$ cat src/rtl/alu_exec_pkg.sv
// Shared definitions for the ALU execute unit: op-class and funct encodings,
// 3-bit control codes, the control FSM state type and the main decoder.
package alu_exec_pkg;

    // Main-decoder op classes
    localparam logic [1:0] ALUOP_ADD   = 2'b00;
    localparam logic [1:0] ALUOP_SUB   = 2'b01;
    localparam logic [1:0] ALUOP_OR    = 2'b10;
    localparam logic [1:0] ALUOP_RTYPE = 2'b11;

    // R-type function field encodings
    localparam logic [5:0] FUNCT_ADD = 6'b100000;
    localparam logic [5:0] FUNCT_SUB = 6'b100010;
    localparam logic [5:0] FUNCT_OR  = 6'b100101;
    localparam logic [5:0] FUNCT_AND = 6'b100100;
    localparam logic [5:0] FUNCT_MUL = 6'b011000;
    localparam logic [5:0] FUNCT_SLT = 6'b101010;

    // Decoded control codes
    localparam logic [2:0] CTRL_AND = 3'b000;
    localparam logic [2:0] CTRL_OR  = 3'b001;
    localparam logic [2:0] CTRL_ADD = 3'b010;
    localparam logic [2:0] CTRL_MUL = 3'b011;
    localparam logic [2:0] CTRL_SUB = 3'b110;
    localparam logic [2:0] CTRL_SLT = 3'b111;

    typedef enum logic [1:0] {
        ST_IDLE = 2'b00,
        ST_MUL  = 2'b01,
        ST_WAIT = 2'b10
    } state_e;

    typedef struct packed {
        logic [2:0] ctrl;
        logic       illegal;
    } decode_t;

    // Op class + funct -> control code; unknown funct falls back to add.
    function automatic decode_t alu_decode(input logic [1:0] alu_op, input logic [5:0] funct);
        decode_t dec;
        dec.ctrl    = CTRL_ADD;
        dec.illegal = 1'b0;
        case (alu_op)
            ALUOP_ADD: dec.ctrl = CTRL_ADD;
            ALUOP_SUB: dec.ctrl = CTRL_SUB;
            ALUOP_OR:  dec.ctrl = CTRL_OR;
            ALUOP_RTYPE: begin
                case (funct)
                    FUNCT_ADD: dec.ctrl = CTRL_ADD;
                    FUNCT_SUB: dec.ctrl = CTRL_SUB;
                    FUNCT_OR:  dec.ctrl = CTRL_OR;
                    FUNCT_AND: dec.ctrl = CTRL_AND;
                    FUNCT_MUL: dec.ctrl = CTRL_MUL;
                    FUNCT_SLT: dec.ctrl = CTRL_SLT;
                    default: begin
                        dec.ctrl    = CTRL_ADD;
                        dec.illegal = 1'b1;
                    end
                endcase
            end
            default: dec.ctrl = CTRL_ADD;
        endcase
        return dec;
    endfunction

endpackage

$ cat src/rtl/alu_exec_unit_mul.sv
// Iterative shift-add multiplier: one multiplier bit per cycle for DATA_W
// cycles; product_o carries the low DATA_W bits of the product, including the
// current iteration's partial sum, so the last iteration's result is usable
// in the same cycle done_o is high. Built only with ALU_EXEC_MUL_EN.
module alu_exec_mul
    import alu_exec_pkg::*;
#(
    parameter int unsigned DATA_W = 32
) (
    input  logic              clk_i,
    input  logic              rst_n_i,
    input  logic              clear_i,
    input  logic              start_i,
    input  logic [DATA_W-1:0] a_i,
    input  logic [DATA_W-1:0] b_i,
    output logic              done_o,
    output logic [DATA_W-1:0] product_o
);

    localparam int unsigned     CNT_W     = $clog2(DATA_W) + 1;
    localparam logic [CNT_W-1:0] LAST_ITER = CNT_W'(DATA_W - 1);

    logic              busy_q, busy_d;
    logic [CNT_W-1:0]  cnt_q, cnt_d;
    logic [DATA_W-1:0] a_q, a_d;
    logic [DATA_W-1:0] b_q, b_d;
    logic [DATA_W-1:0] acc_q, acc_d;
    logic [DATA_W-1:0] acc_next_s;

    assign acc_next_s = busy_q ? (acc_q + (b_q[0] ? a_q : {DATA_W{1'b0}})) : acc_q;
    assign done_o     = busy_q && (cnt_q == LAST_ITER);
    assign product_o  = acc_next_s;

    // Iteration control: clear beats start, start beats stepping.
    always_comb begin
        busy_d = busy_q;
        cnt_d  = cnt_q;
        a_d    = a_q;
        b_d    = b_q;
        acc_d  = acc_q;
        if (clear_i) begin
            busy_d = 1'b0;
            cnt_d  = {CNT_W{1'b0}};
            a_d    = {DATA_W{1'b0}};
            b_d    = {DATA_W{1'b0}};
            acc_d  = {DATA_W{1'b0}};
        end else if (start_i) begin
            busy_d = 1'b1;
            cnt_d  = {CNT_W{1'b0}};
            a_d    = a_i;
            b_d    = b_i;
            acc_d  = {DATA_W{1'b0}};
        end else if (busy_q) begin
            acc_d = acc_next_s;
            a_d   = a_q << 1;
            b_d   = b_q >> 1;
            if (done_o) begin
                busy_d = 1'b0;
                cnt_d  = {CNT_W{1'b0}};
            end else begin
                cnt_d = cnt_q + CNT_W'(1);
            end
        end else begin
            busy_d = 1'b0;
        end
    end

    // Multiplier state registers.
    always_ff @(posedge clk_i or negedge rst_n_i) begin
        if (!rst_n_i) begin
            busy_q <= 1'b0;
            cnt_q  <= {CNT_W{1'b0}};
            a_q    <= {DATA_W{1'b0}};
            b_q    <= {DATA_W{1'b0}};
            acc_q  <= {DATA_W{1'b0}};
        end else begin
            busy_q <= busy_d;
            cnt_q  <= cnt_d;
            a_q    <= a_d;
            b_q    <= b_d;
            acc_q  <= acc_d;
        end
    end

endmodule

$ cat src/rtl/alu_exec_unit.sv
// ALU execute unit with valid/ready handshakes on both sides and a one-entry
// registered output slot. Single-cycle add/sub/or/and/slt; multiply is an
// iterative shift-add sequence enabled by the ALU_EXEC_MUL_EN macro. Without
// the macro, funct 011000 completes in one cycle as an illegal op with result 0.
module alu_exec_unit
    import alu_exec_pkg::*;
#(
    parameter int unsigned DATA_W = 32,
    parameter int unsigned CNT_W  = $clog2(DATA_W) + 1
) (
    input  logic              clk_i,
    input  logic              rst_n_i,
    input  logic              valid_i,
    output logic              ready_o,
    input  logic [1:0]        ALUOp_i,
    input  logic [5:0]        funct_i,
    input  logic [DATA_W-1:0] src_a_i,
    input  logic [DATA_W-1:0] src_b_i,
    input  logic              flush_i,
    output logic              valid_o,
    input  logic              ready_i,
    output logic [DATA_W-1:0] result_o,
    output logic              zero_o,
    output logic [2:0]        ctrl_o,
    output logic              illegal_o
);

    // Elaboration-time guard on the legal parameter range.
    if (DATA_W < 8 || DATA_W > 64 || CNT_W != $clog2(DATA_W) + 1) begin : g_param_check
        $error("alu_exec_unit: illegal DATA_W/CNT_W");
    end

    // Single-cycle datapath; mul and unknown codes yield zero here.
    function automatic logic [DATA_W-1:0] alu_compute(input logic [2:0] ctrl,
                                                      input logic [DATA_W-1:0] a,
                                                      input logic [DATA_W-1:0] b);
        logic [DATA_W-1:0] res;
        case (ctrl)
            CTRL_ADD: res = a + b;
            CTRL_SUB: res = a - b;
            CTRL_OR:  res = a | b;
            CTRL_AND: res = a & b;
            CTRL_SLT: res = {{(DATA_W-1){1'b0}}, ($signed(a) < $signed(b))};
            default:  res = {DATA_W{1'b0}};
        endcase
        return res;
    endfunction

    state_e            state_q, state_d;
    logic              valid_q, valid_d;
    logic [DATA_W-1:0] result_q, result_d;
    logic              zero_q, zero_d;
    logic [2:0]        ctrl_q, ctrl_d;
    logic              illegal_q, illegal_d;

    decode_t           dec_s;
    logic              op_illegal_s;
    logic [DATA_W-1:0] alu_result_s;
    logic              out_free_s;
    logic              accept_s;

    assign dec_s        = alu_decode(ALUOp_i, funct_i);
    assign alu_result_s = alu_compute(dec_s.ctrl, src_a_i, src_b_i);
    assign out_free_s   = !valid_q || ready_i;
    assign ready_o      = rst_n_i && (state_q == ST_IDLE) && out_free_s && !flush_i;
    assign accept_s     = valid_i && ready_o;

`ifdef ALU_EXEC_MUL_EN
    logic              op_is_mul_s;
    logic              mul_start_s;
    logic              mul_done_s;
    logic [DATA_W-1:0] mul_product_s;

    assign op_illegal_s = dec_s.illegal;
    assign op_is_mul_s  = (dec_s.ctrl == CTRL_MUL);

    alu_exec_mul #(
        .DATA_W (DATA_W)
    ) u_mul (
        .clk_i     (clk_i),
        .rst_n_i   (rst_n_i),
        .clear_i   (flush_i),
        .start_i   (mul_start_s),
        .a_i       (src_a_i),
        .b_i       (src_b_i),
        .done_o    (mul_done_s),
        .product_o (mul_product_s)
    );
`else
    assign op_illegal_s = dec_s.illegal || (dec_s.ctrl == CTRL_MUL);
`endif

    // Control FSM and output-slot next state; flush overrides everything.
    always_comb begin
        state_d   = state_q;
        valid_d   = valid_q && !ready_i;
        result_d  = result_q;
        zero_d    = zero_q;
        ctrl_d    = ctrl_q;
        illegal_d = illegal_q;
`ifdef ALU_EXEC_MUL_EN
        mul_start_s = 1'b0;
`endif
        if (flush_i) begin
            state_d = ST_IDLE;
            valid_d = 1'b0;
        end else begin
            case (state_q)
                ST_IDLE: begin
                    if (accept_s) begin
`ifdef ALU_EXEC_MUL_EN
                        if (op_is_mul_s) begin
                            mul_start_s = 1'b1;
                            state_d     = ST_MUL;
                        end else begin
                            result_d  = alu_result_s;
                            zero_d    = (alu_result_s == {DATA_W{1'b0}});
                            ctrl_d    = dec_s.ctrl;
                            illegal_d = op_illegal_s;
                            valid_d   = 1'b1;
                        end
`else
                        result_d  = alu_result_s;
                        zero_d    = (alu_result_s == {DATA_W{1'b0}});
                        ctrl_d    = dec_s.ctrl;
                        illegal_d = op_illegal_s;
                        valid_d   = 1'b1;
`endif
                    end else begin
                        state_d = ST_IDLE;
                    end
                end
`ifdef ALU_EXEC_MUL_EN
                ST_MUL: begin
                    if (mul_done_s) begin
                        if (out_free_s) begin
                            result_d  = mul_product_s;
                            zero_d    = (mul_product_s == {DATA_W{1'b0}});
                            ctrl_d    = CTRL_MUL;
                            illegal_d = 1'b0;
                            valid_d   = 1'b1;
                            state_d   = ST_IDLE;
                        end else begin
                            state_d = ST_WAIT;
                        end
                    end else begin
                        state_d = ST_MUL;
                    end
                end
                ST_WAIT: begin
                    if (out_free_s) begin
                        result_d  = mul_product_s;
                        zero_d    = (mul_product_s == {DATA_W{1'b0}});
                        ctrl_d    = CTRL_MUL;
                        illegal_d = 1'b0;
                        valid_d   = 1'b1;
                        state_d   = ST_IDLE;
                    end else begin
                        state_d = ST_WAIT;
                    end
                end
`endif
                default: state_d = ST_IDLE;
            endcase
        end
    end

    // State and output-slot registers.
    always_ff @(posedge clk_i or negedge rst_n_i) begin
        if (!rst_n_i) begin
            state_q   <= ST_IDLE;
            valid_q   <= 1'b0;
            result_q  <= {DATA_W{1'b0}};
            zero_q    <= 1'b0;
            ctrl_q    <= 3'b000;
            illegal_q <= 1'b0;
        end else begin
            state_q   <= state_d;
            valid_q   <= valid_d;
            result_q  <= result_d;
            zero_q    <= zero_d;
            ctrl_q    <= ctrl_d;
            illegal_q <= illegal_d;
        end
    end

    assign valid_o   = valid_q;
    assign result_o  = result_q;
    assign zero_o    = zero_q;
    assign ctrl_o    = ctrl_q;
    assign illegal_o = illegal_q;

endmodule

$ cat config.mk
export PLATFORM = sky130hd
export DESIGN_NAME = alu_exec_unit
export DESIGN_NICKNAME = d
export VERILOG_FILES = /design/src/rtl/alu_exec_pkg.sv /design/src/rtl/alu_exec_unit_mul.sv /design/src/rtl/alu_exec_unit.sv
export SDC_FILE = /design/constraint.sdc
export NUM_CORES = 1
export LEC_CHECK = 0
export CORE_MARGIN = 2
export CORE_UTILIZATION = 50
export DETAILED_ROUTE_END_ITERATION = 16
export GPL_TIMING_DRIVEN = 0
export PLACE_DENSITY = 0.76
export SLEW_MARGIN = 25
export SYNTH_ARGS = -nofsm -noshare
export SYNTH_HDL_FRONTEND = slang
export SYNTH_SLANG_ARGS = --single-unit
$ cat constraint.sdc
create_clock -name clk_i -period 4.7 [get_ports clk_i]
set_input_delay 0.705 -clock clk_i [delete_from_list [all_inputs] [get_ports clk_i]]
set_output_delay 0.705 -clock clk_i [all_outputs]
set_load 0.02 [all_outputs]
After elaboration in Yosys (flattened, before gate mapping). Cells that the tools add are included.

Input bits: 77. Register bits: 40. Logic and storage cells: 54.

Equality and inequality tests: 15. Reduce and logical (&&, ||, !) cells: 16. Bitwise operators: 3. Add/subtract/negate cells: 2. Multiplexer cells: 11. Magnitude comparators: 1.

Operator list (number): $pmux W32 S5 (1); $add A32 B32 Y32 (1); $and A32 B32 Y32 (1); $logic_not A32 Y1 (1); $lt A32 B32 Y1 (1); $or A32 B32 Y32 (1); $sub A32 B32 Y32 (1); $eq A6 B6 Y1 const B (5); $pmux W3 S5 (1); $pmux W3 S4 (1); $eq A3 B2 Y1 const B (2); $eq A3 B3 Y1 const B (2); $eq A6 B5 Y1 const B (1); $mux W2 (3); $reduce_or A6 Y1 (1); $logic_and A1 B1 Y1 (5); $mux W1 (5); $eq A2 B2 Y1 const B (2); $logic_not A2 Y1 (2); $eq A3 B1 Y1 const B (1); $logic_not A1 Y1 (3); $logic_not A3 Y1 (1); $ne A3 B3 Y1 const B (1); $reduce_and A3 Y1 (1); other kinds (3) (4).

Depth between registers and ports, before layout. Gate-level depths: netlist (run 1).

Word-level depth: 8. Gate-level depth with buffers: 15. Gate-level depth less buffers: 15.

Worst setup path after synthesis (run 1). Ideal clock, no wire load.

Path kind: input-to-reg. Start: in src_a_i[0]. End: reg zero_q, in the netlist zero_o. Setup slack: 1.098 ns. Stages on the path: 13. Data required time: 4.634 ns. Data arrival time: 3.535 ns. Cells stage by stage: ha_1 > fa_1 > a21o_1 > a221o_1 > a211oi_2 > nor2_2 > a31oi_4 > o21ai_2 > a221o_1 > a221o_1 > a211oi_2 > nand4_1 > nand2_1.

Longest elaborated chain between the ends: 3.

RTL lines: from (decl) (line alu_exec_unit.sv:17) `input logic [DATA_W-1:0] src_a_i,`; $sub A32 B32 Y32, or another cell as far along (line alu_exec_unit.sv:40) `CTRL_SUB: res = a - b;`; $pmux W32 S5 * (line alu_exec_unit.sv:38) `case (ctrl)`; $logic_not A32 Y1 * (line alu_exec_unit.sv:124) `zero_d = (alu_result_s == {DATA_W{1'b0}});`; to (signal assigned) (line alu_exec_unit.sv:181) `zero_q <= zero_d;`; to (decl) (line alu_exec_unit.sv:52) `logic zero_q, zero_d;`.

Every way passes the cells marked *; elsewhere a longest branch is shown, timed or not. A chain may end at the register's enable or synchronous reset.

Final worst setup path (run 1).
Start: in src_a_i[12]. End: reg zero_q, in the netlist zero_o.

Same word-level chain as after synthesis.

==> results of run 1 <==
-- synthesized netlist by cell type, drive strengths merged, types with 6 or more instances --
cell type  instances  area share, %
inv               99            5.7
ha                96             18
a21oi             91            7.0
nand2             81            4.7
nor2              69            4.0
o21ai             53            4.1
dfrtp             38             15
clkbuf            37            2.1
nor3              19            1.5
nand3             18            1.4
o31ai             16            1.8
o211ai            15            1.7
nand4             14            1.3
nor4              14            1.3
a21o              12            1.4
a221oi            12            1.6
a31oi             12            1.4
xnor2             12            1.6
buf               11           0.92
o221ai            11            1.5
a221o             10            1.5
mux2              10            1.7
o21bai            10            1.2
nand2b             9           0.86
a211o              7           0.94
a211oi             7           0.96
and2               6           0.58
nor2b              6           0.58
o2111ai            6           0.81
-- sequential cells by signal, indices dropped and copies added (netlist names) --
signal	count
ctrl_o	3
illegal_o	1
result_o	32
valid_o	1
zero_o	1
-- layout make-up --
class / instances / area, um^2 / area share (%)
multi-input cells: 706 / 5030 / 62.2
repair buffers: 115 / 1160 / 14.3
plain buffers: 48 / 201 / 2.49
inverters: 100 / 375 / 4.64
flip-flops and latches: 38 / 951 / 11.7
well taps: 172 / 215 / 2.66
clock buffers: 5 / 125 / 1.55
clock inverters: 3 / 40.0 / 0.495
-- layer usage --
metal  part of all wire, %  vias up  track usage [%]
met5                     0        -                0
met4                   3.9        0             13.9
met3                    12       77             9.51
met2                    42      468             52.0
met1                    42     3435             46.6
li1                      -     3504                -
-- kinds of logic after synthesis --
group                    after synthesis
multiplexers                          15
AO/OA/AOI/OAI                        316
buffers and inverters                148
AND/OR/NAND/NOR                      263
flip-flops                            38
XOR/XNOR                              14
adder cells (fa/ha/maj)               98
-- critical path: cells and delay by family --
family          cells  cell delay [ns]
compound gates      5             1.98
buf+inv             4             1.02
simple gates        4             0.80
fa+ha+maj           1             0.29
-- worst paths after layout --
kind | from | end | depth (start not counted)
setup / recovery | src_a_i[12] | zero_o | 14
hold / removal | rst_n_i | result_o[31] | 1
setup reg to reg | valid_o | zero_o | 11
hold reg to reg | zero_o | zero_o | 2
max in group asynchronous | rst_n_i | result_o[11] | 2
min in group clk_i | zero_o | zero_o | 2
-- power by group through the flow --
stage	logic (mW)	clock network, mW	registers [mW]
3_5_place_dp	1.10	0	0.467
4_1_cts	1.11	0.377	0.462
5_1_grt	1.22	0.390	0.472
2_1_floorplan	0.560	0	0.550
6_report	1.14	0.380	0.465
3_3_place_gp	1.09	0	0.465
-- per-stage QoR --
step                      hold slack, ns  setup TNS [ns]  area [um^2]  std cells  power [mW]
after floorplan                    0.409               0         6520        892        1.11
after global placement             0.453           -1.45         7870       1178        1.56
after detailed placement           0.457           -1.53         7900       1179        1.57
after CTS                          0.276               0         8070       1187        1.95
after global routing               0.278               0         8100       1187        2.08
final                              0.271               0         8100       1187        1.98
==> summary.md, run 1 <==
| Metric | Value |
|---|---|
| Least-Margin Pin Slew | `0.896 ns` |
| Final Hold Fails | `0` |
| Max-slew violations | `0` |
| Drt first-iter violations | `738` |
| Area share of fa/ha/maj cells after synthesis | `19.0%` |
| Initial Util | `51.4%` |
| RSZ-0062 raised after global routing | `no` |
| Most frequent cells in the layout | `113 x clkdlybuf4s50_1, 96 x ha_1, 89 x inv_1, 89 x a21oi_1, 81 x nand2_1` |
| Vias/cell | `6.30` |
| DP Wirelength | `19,300 um` |
| Root Buffer | `clkbuf_16` |
| Post-synthesis sequential area ratio | `14.6%` |
| Wire per inst | `20.5 um` |
| YS warnings | `0` |
| R2R setup slack | `1.90 ns` |
| CP Cell Sequence | `clkdlybuf4s50_1, inv_1, ha_1, clkbuf_1, clkinv_1, a21oi_1, o311ai_0, o211ai_1, a31oi_1, a2111oi_2, nand4_1, nor4_1, nand4_1, nand2_1` |
| CTS tree | `done` |
| Initial antenna violation count | `0` |
| DRT Pass-1 Iters | `5` |
| Pwr dens | `245 nW/um^2` |
| Die Y | `118 um` |
| Net Sw Frac | `43.2%` |
| Critical Path RT | `4.92 ns` |
| Multiplexer area fraction after synthesis | `2.50%` |
| FF+latch count, synth | `38` |
| Core area | `12,700 um^2` |
| Number of hold buffers added after cts | `0` |
| Int Power | `1.12 mW` |
| Total Routing Usage GR | `34.5%` |
| Drc violations | `0` |
| Nets | `1,189` |
| Syn avg cell area | `7.31 um^2` |
| Syn_nets | `1,067` |
| Prevailing post-synth register cell | `dfrtp_1` |
| Fin crit share | `97.8%` |
| Slew margin rel. | `39.4%` |
| Die X | `118 um` |
| Number of library cell types mapped by synthesis | `86` |
| Routed Antenna Nets | `0` |
| Clk network pwr share | `19.2%` |
| TritonCTS Buffers | `5` |
| Status | `finished clean` |
| MaxCap Viol Count | `0` |
| GPL Wtd Cong | `1.01` |
| Commonest non-fill, non-tap cell in the layout | `clkdlybuf4s50_1` |
| P&R area growth vs syn | `24.2%` |
| Hold Crit Class | `in2async` |
| Detailed Route WL | `24,300 um` |
| XOR/XNOR share of the synthesized area | `1.88%` |
| Startpoint types | `input pin` |
| Post-synth EDFFs | `0` |
| Worst setup margin | `0.105 ns` |
| Sw Pwr | `0.856 mW` |
| Setup Skew | `0.00468 ns` |
| Crit Path Class | `in2reg` |
| Most common cell on crit path | `nand4_1` |
| Crit-path max cell delay | `0.60 ns` |
| Clk sink count | `38` |
| Final Core Density | `63.9%` |
| Die area | `14,000 um^2` |
| Post-synthesis simple-gate area fraction | `19.4%` |
| Top-level port count | `116` |
| Setup violations, final | `0` |
| Clock buffer depth | `2` |
| Fillers | `1,202` |
| # rows | `41` |
| Buffers added on ports | `114` |
| VDD IR-drop max | `142 uV` |
| First-pass GRT wire length | `38,100 um` |
| Largest net degree at the start of global routing | `32` |
| Postcts setup bufs | `0` |
| Worst-path clk slew | `0.06 ns` |
| H-tree depth | `2` |
| Layout cells sized above 1 | `6.90%` |
| Fin crit period | `4.60 ns` |
| Leak Pwr | `3.60 nW` |
| Post-CTS sizing | `2` |
| Overflow after GRT | `0` |
| Flop pwr share | `23.5%` |
| Vias in the first global route | `7,063` |
| Combinational share of power | `57.4%` |
| Ant. Diodes | `0` |
| Post-synth ARST share | `100%` |
| Pre-CTS WS | `-0.580 ns` |
| CP max-delay cell | `o211ai_1` |
| Crit path capture type | `register` |
| Compound-Gate Fraction of Synth Area | `33.7%` |
| Mapped cell area | `6520 um^2` |
| Max Freq | `218 MHz` |
| Worst-skew pair later-pin latency | `0.29 ns` |
| Cells after synthesis | `892` |
| Vias | `7,484` |
| Worst Path Max Fanout | `10` |
| Crit path DAT | `4.82 ns` |
| Largest family of logic cells by synthesized area | `compound AO/OA/AOI/OAI gates` |
(Power assumes the default switching activity.)
==> run 2, diff against run 1 <==
CAP_MARGIN = 20   (was unset)
SYNTH_HIERARCHICAL = 1   (was unset)
==> results of run 2 <==
No change in the layout: final DEF, timing and power equal those of run 1.
Among the figures that moved: Yosys warning count 0 -> 6
==> run 3, diff against run 2 <==
CORE_ASPECT_RATIO = 0.8   (was unset)
MAX_ROUTING_LAYER = met4   (was unset)
==> run 3 against run 2 <==
  * Sequential share of layout area is 0.074 points lower
  * Sequential cell count unchanged
  * Die area barely moved
  * Global-route usage grew 2.3 points
  * Maximum frequency increased by 0.45%
  * Non-clock buffer count up 1
  * Critical path type unchanged
  * Critical endpoint unchanged
==> summary.md, run 3 <==
| Metric | Value |
|---|---|
| Sw Pwr | `0.866 mW (+1.1%)` |
| Cells after synthesis | `892 (unchanged)` |
| Die X | `132 um (+11%)` |
| RSZ-0062 raised after global routing | `no` |
| Number of flip-flops under the largest register name | `32 (unchanged)` |
| Mapped cell area | `6520 um^2 (unchanged)` |
| Reg2Reg Launch Point | `valid_o` |
| Combinational share of power | `58.0% (+0.6 points)` |
| Wire per inst | `21.5 um (+5.2%)` |
| Nets | `1,190 (+0.084%)` |
| Root Buffer | `clkbuf_16` |
| Net Sw Frac | `43.6% (+0.37 points)` |
| Startpoint types | `input pin` |
| Number of hold buffers added after cts | `0 (unchanged)` |
| CP Cell Sequence | `clkdlybuf4s50_1, ha_1, fa_1, a21o_1, a221o_1, a211oi_2, nor4b_1, o41ai_1, a21o_1, a2bb2oi_1, a41o_1, nor4_1, nand4_1, nand2_1` |
| Prevailing post-synth register cell | `dfrtp_1` |
| Crit Path Class | `in2reg` |
| Total Power | `1.99 mW (+0.25%)` |
| Routed Antenna Nets | `0 (unchanged)` |
| Max-slew violations | `0 (unchanged)` |
| DP Wirelength | `20,300 um (+4.9%)` |
| Int Power | `1.12 mW (-0.40%)` |
| Pwr dens | `244 nW/um^2 (-0.38%)` |
| Non-Filler Instances | `1,191 (+0.34%)` |
| Fin crit period | `4.57 ns (-0.0206 ns)` |
| YS warnings | `6` |
| CP delay by family, top | `compound AO/OA/AOI/OAI gates` |
| Layout cells sized above 1 | `7.48% (+0.58 points)` |
| Most frequent cells in the layout | `113 x clkdlybuf4s50_1, 96 x ha_1, 89 x inv_1` |
| Overflow after GRT | `0 (unchanged)` |
| Post-synth top cells | `96 x ha_1, 90 x a21oi_1, 89 x inv_1` |
| Dpl cells | `1,183 (+0.34%)` |
| Die area | `14,000 um^2 (about the same)` |
| Largest net degree at the start of global routing | `22 (-31%)` |
| Post-placement cell area | `7920 um^2 (+0.21%)` |
| Worst setup margin | `0.125 ns (+0.0206 ns)` |
| Top-level port count | `116 (unchanged)` |
| Vias in the first global route | `7,002 (-0.86%)` |
| Vias/cell | `6.46 (+2.5%)` |
| Least-Margin Pin Slew | `0.885 ns (-0.0106 ns)` |
| Worst r2r path cells | `11 (unchanged)` |
| DRT Pass-1 Iters | `6 (+1)` |
| Drt first-iter violations | `1,081 (+46%)` |
| Worst-skew pair later-pin latency | `0.28 ns (about the same)` |
| Final Core Density | `63.8% (-0.13 points)` |
| GPL Wtd Cong | `1.05 (+4.0%)` |
| Drc violations | `0 (unchanged)` |
| Leak Pwr | `3.61 nW (+0.50%)` |
| Post-synth ARST share | `100% (unchanged)` |
| Post-synth EDFFs | `0 (unchanged)` |
| # rows | `37 (-9.8%)` |
| R2r endpoint | `zero_o` |
| Post-synthesis sequential area ratio | `14.6% (unchanged)` |
| Initial antenna violation count | `0 (unchanged)` |
| CP max-delay cell | `o41ai_1` |
| Most common cell on crit path | `a21o_1` |
| Status | `finished clean` |
| TritonCTS Buffers | `5 (unchanged)` |
| R2R setup slack | `1.77 ns (-0.13 ns)` |
| Most instantiated library cell after synthesis | `ha_1` |
| Setup Skew | `0.00395 ns (-0.000731 ns)` |
| Syn avg cell area | `7.31 um^2 (unchanged)` |
| Clock buffer depth | `2 (unchanged)` |
| Post-route cell area | `8150 um^2 (+0.63%)` |
| Synth top area share | `18.4% (unchanged)` |
| Die Y | `106 um (-10%)` |
| Vias | `7,694 (+2.8%)` |
| Core area | `12,800 um^2 (+0.84%)` |
| Crit path capture type | `register` |
| Commonest non-fill, non-tap cell in the layout | `clkdlybuf4s50_1` |
| Top cells by area, synth | `ha_1 18%, dfrtp_1 15%, a21oi_1 6.9%, inv_1 5.1%, nand2_1 4.7%` |
| Number of library cell types mapped by synthesis | `86 (unchanged)` |
| CTS tree | `done` |
| Detailed Route WL | `25,600 um (+5.5%)` |
| Initial Util | `51.0% (-0.43 points)` |
| Fillers | `1,164 (-3.2%)` |
| FF+latch count, synth | `38 (unchanged)` |
| Pre-CTS WS | `-0.581 ns (-0.000654 ns)` |
| Buffers plus inverters on the worst setup path | `1 (-3)` |
| Final Hold Fails | `0 (unchanged)` |
| Worst-path clk slew | `0.06 ns (about the same)` |
| Total Routing Usage GR | `36.8% (+2.3 points)` |
| Slew margin rel. | `40.2% (+0.77 points)` |
| CP Launch Point | `src_b_i[0]` |
| Ant. Diodes | `0 (unchanged)` |
| Clk sink count | `38 (unchanged)` |
| Crit-path max cell delay | `0.55 ns (-0.05 ns)` |
| Setup violations, final | `0 (unchanged)` |
| Clk network pwr share | `18.5% (-0.7 points)` |
| Max Freq | `219 MHz (+0.45%)` |
| VDD IR-drop max | `191 uV (+34%)` |
| Buffers added on ports | `114 (unchanged)` |
| Synth area leader | `ha_1` |
| Hold WS | `0.374 ns (+0.103 ns)` |
| MaxCap Viol Count | `0 (unchanged)` |
| Setup TNS | `0 ns (unchanged)` |
| P&R area growth vs syn | `25.0%` |
| First-pass GRT wire length | `39,100 um (+2.6%)` |
| Hold Crit Class | `in2async` |
| Worst Path Max Fanout | `5 (-5)` |
| H-tree depth | `2 (unchanged)` |
| Syn_nets | `1,067 (unchanged)` |
| Crit path DAT | `4.80 ns (-0.02 ns)` |
| Critical Path RT | `4.92 ns (about the same)` |
| Flop pwr share | `23.5% (about the same)` |
| Fin crit share | `97.3% (-0.44 points)` |
run 3: repair_timing:
action / in CTS / in global routing
resized for setup: 3 / 12
setup endpoints to repair: 1 / 1
gates cloned: 0 / 0
pin swaps: 0 / 1
buffers inserted: 0 / 1
run 3: per-layer routing:
layer  vias to the layer above  routed length [um]  GRT usage (%)
li1                       3505                   -              -
met1                      3590               11000           51.6
met2                       535               10400           51.1
met3                        64                3300           8.44
met4                         0                 914           14.2
met5                         -                   0              -
run 3: worst max path at each step:
stage	to	slack, ns	cells after the start
after floorplan	zero_o	1.10	13
after global placement	zero_o	-0.54	12
after detailed placement	zero_o	-0.58	12
after CTS	zero_o	0.18	14
after global routing	zero_o	0.01	14
final	zero_o	0.13	14
run 3: logic make-up (layout without fill, tap and decap cells):
family,after synthesis,after routing,synth area share (%)
XOR/XNOR,14,14,1.88
multiplexers,15,15,2.50
AO/OA/AOI/OAI,316,316,33.8
adder cells (fa/ha/maj),98,98,19.0
buffers and inverters,148,272,8.81
AND/OR/NAND/NOR,263,263,19.4
flip-flops,38,38,14.6
run 3: worst reg2reg max path, stage by stage, from the launching register on:
cell,delay [ns]
dfrtp_1,0.37
nand2b_1,0.09
and3b_1,0.22
nand2_1,0.30
a221oi_1,0.31
o21ai_0,0.19
nand4b_1,0.26
a2111oi_2,0.27
nand4_1,0.14
nor4_1,0.46
nand4_1,0.16
nand2_1,0.11
run 3: power by group through the flow:
stage / Sequential [mW] / Clock (mW) / Combinational [mW]
2_1_floorplan: 0.550 / 0 / 0.560
3_3_place_gp: 0.466 / 0 / 1.10
3_5_place_dp: 0.468 / 0 / 1.11
4_1_cts: 0.464 / 0.368 / 1.11
5_1_grt: 0.473 / 0.379 / 1.23
6_report: 0.467 / 0.367 / 1.15
run 3: layout make-up:
class	instances	area, um^2	area share [%]
plain buffers	47	199	2.44
clock buffers	8	166	2.04
inverters	100	375	4.61
multi-input cells	706	5060	62.1
flip-flops and latches	38	951	11.7
well taps	175	219	2.69
repair buffers	117	1180	14.4
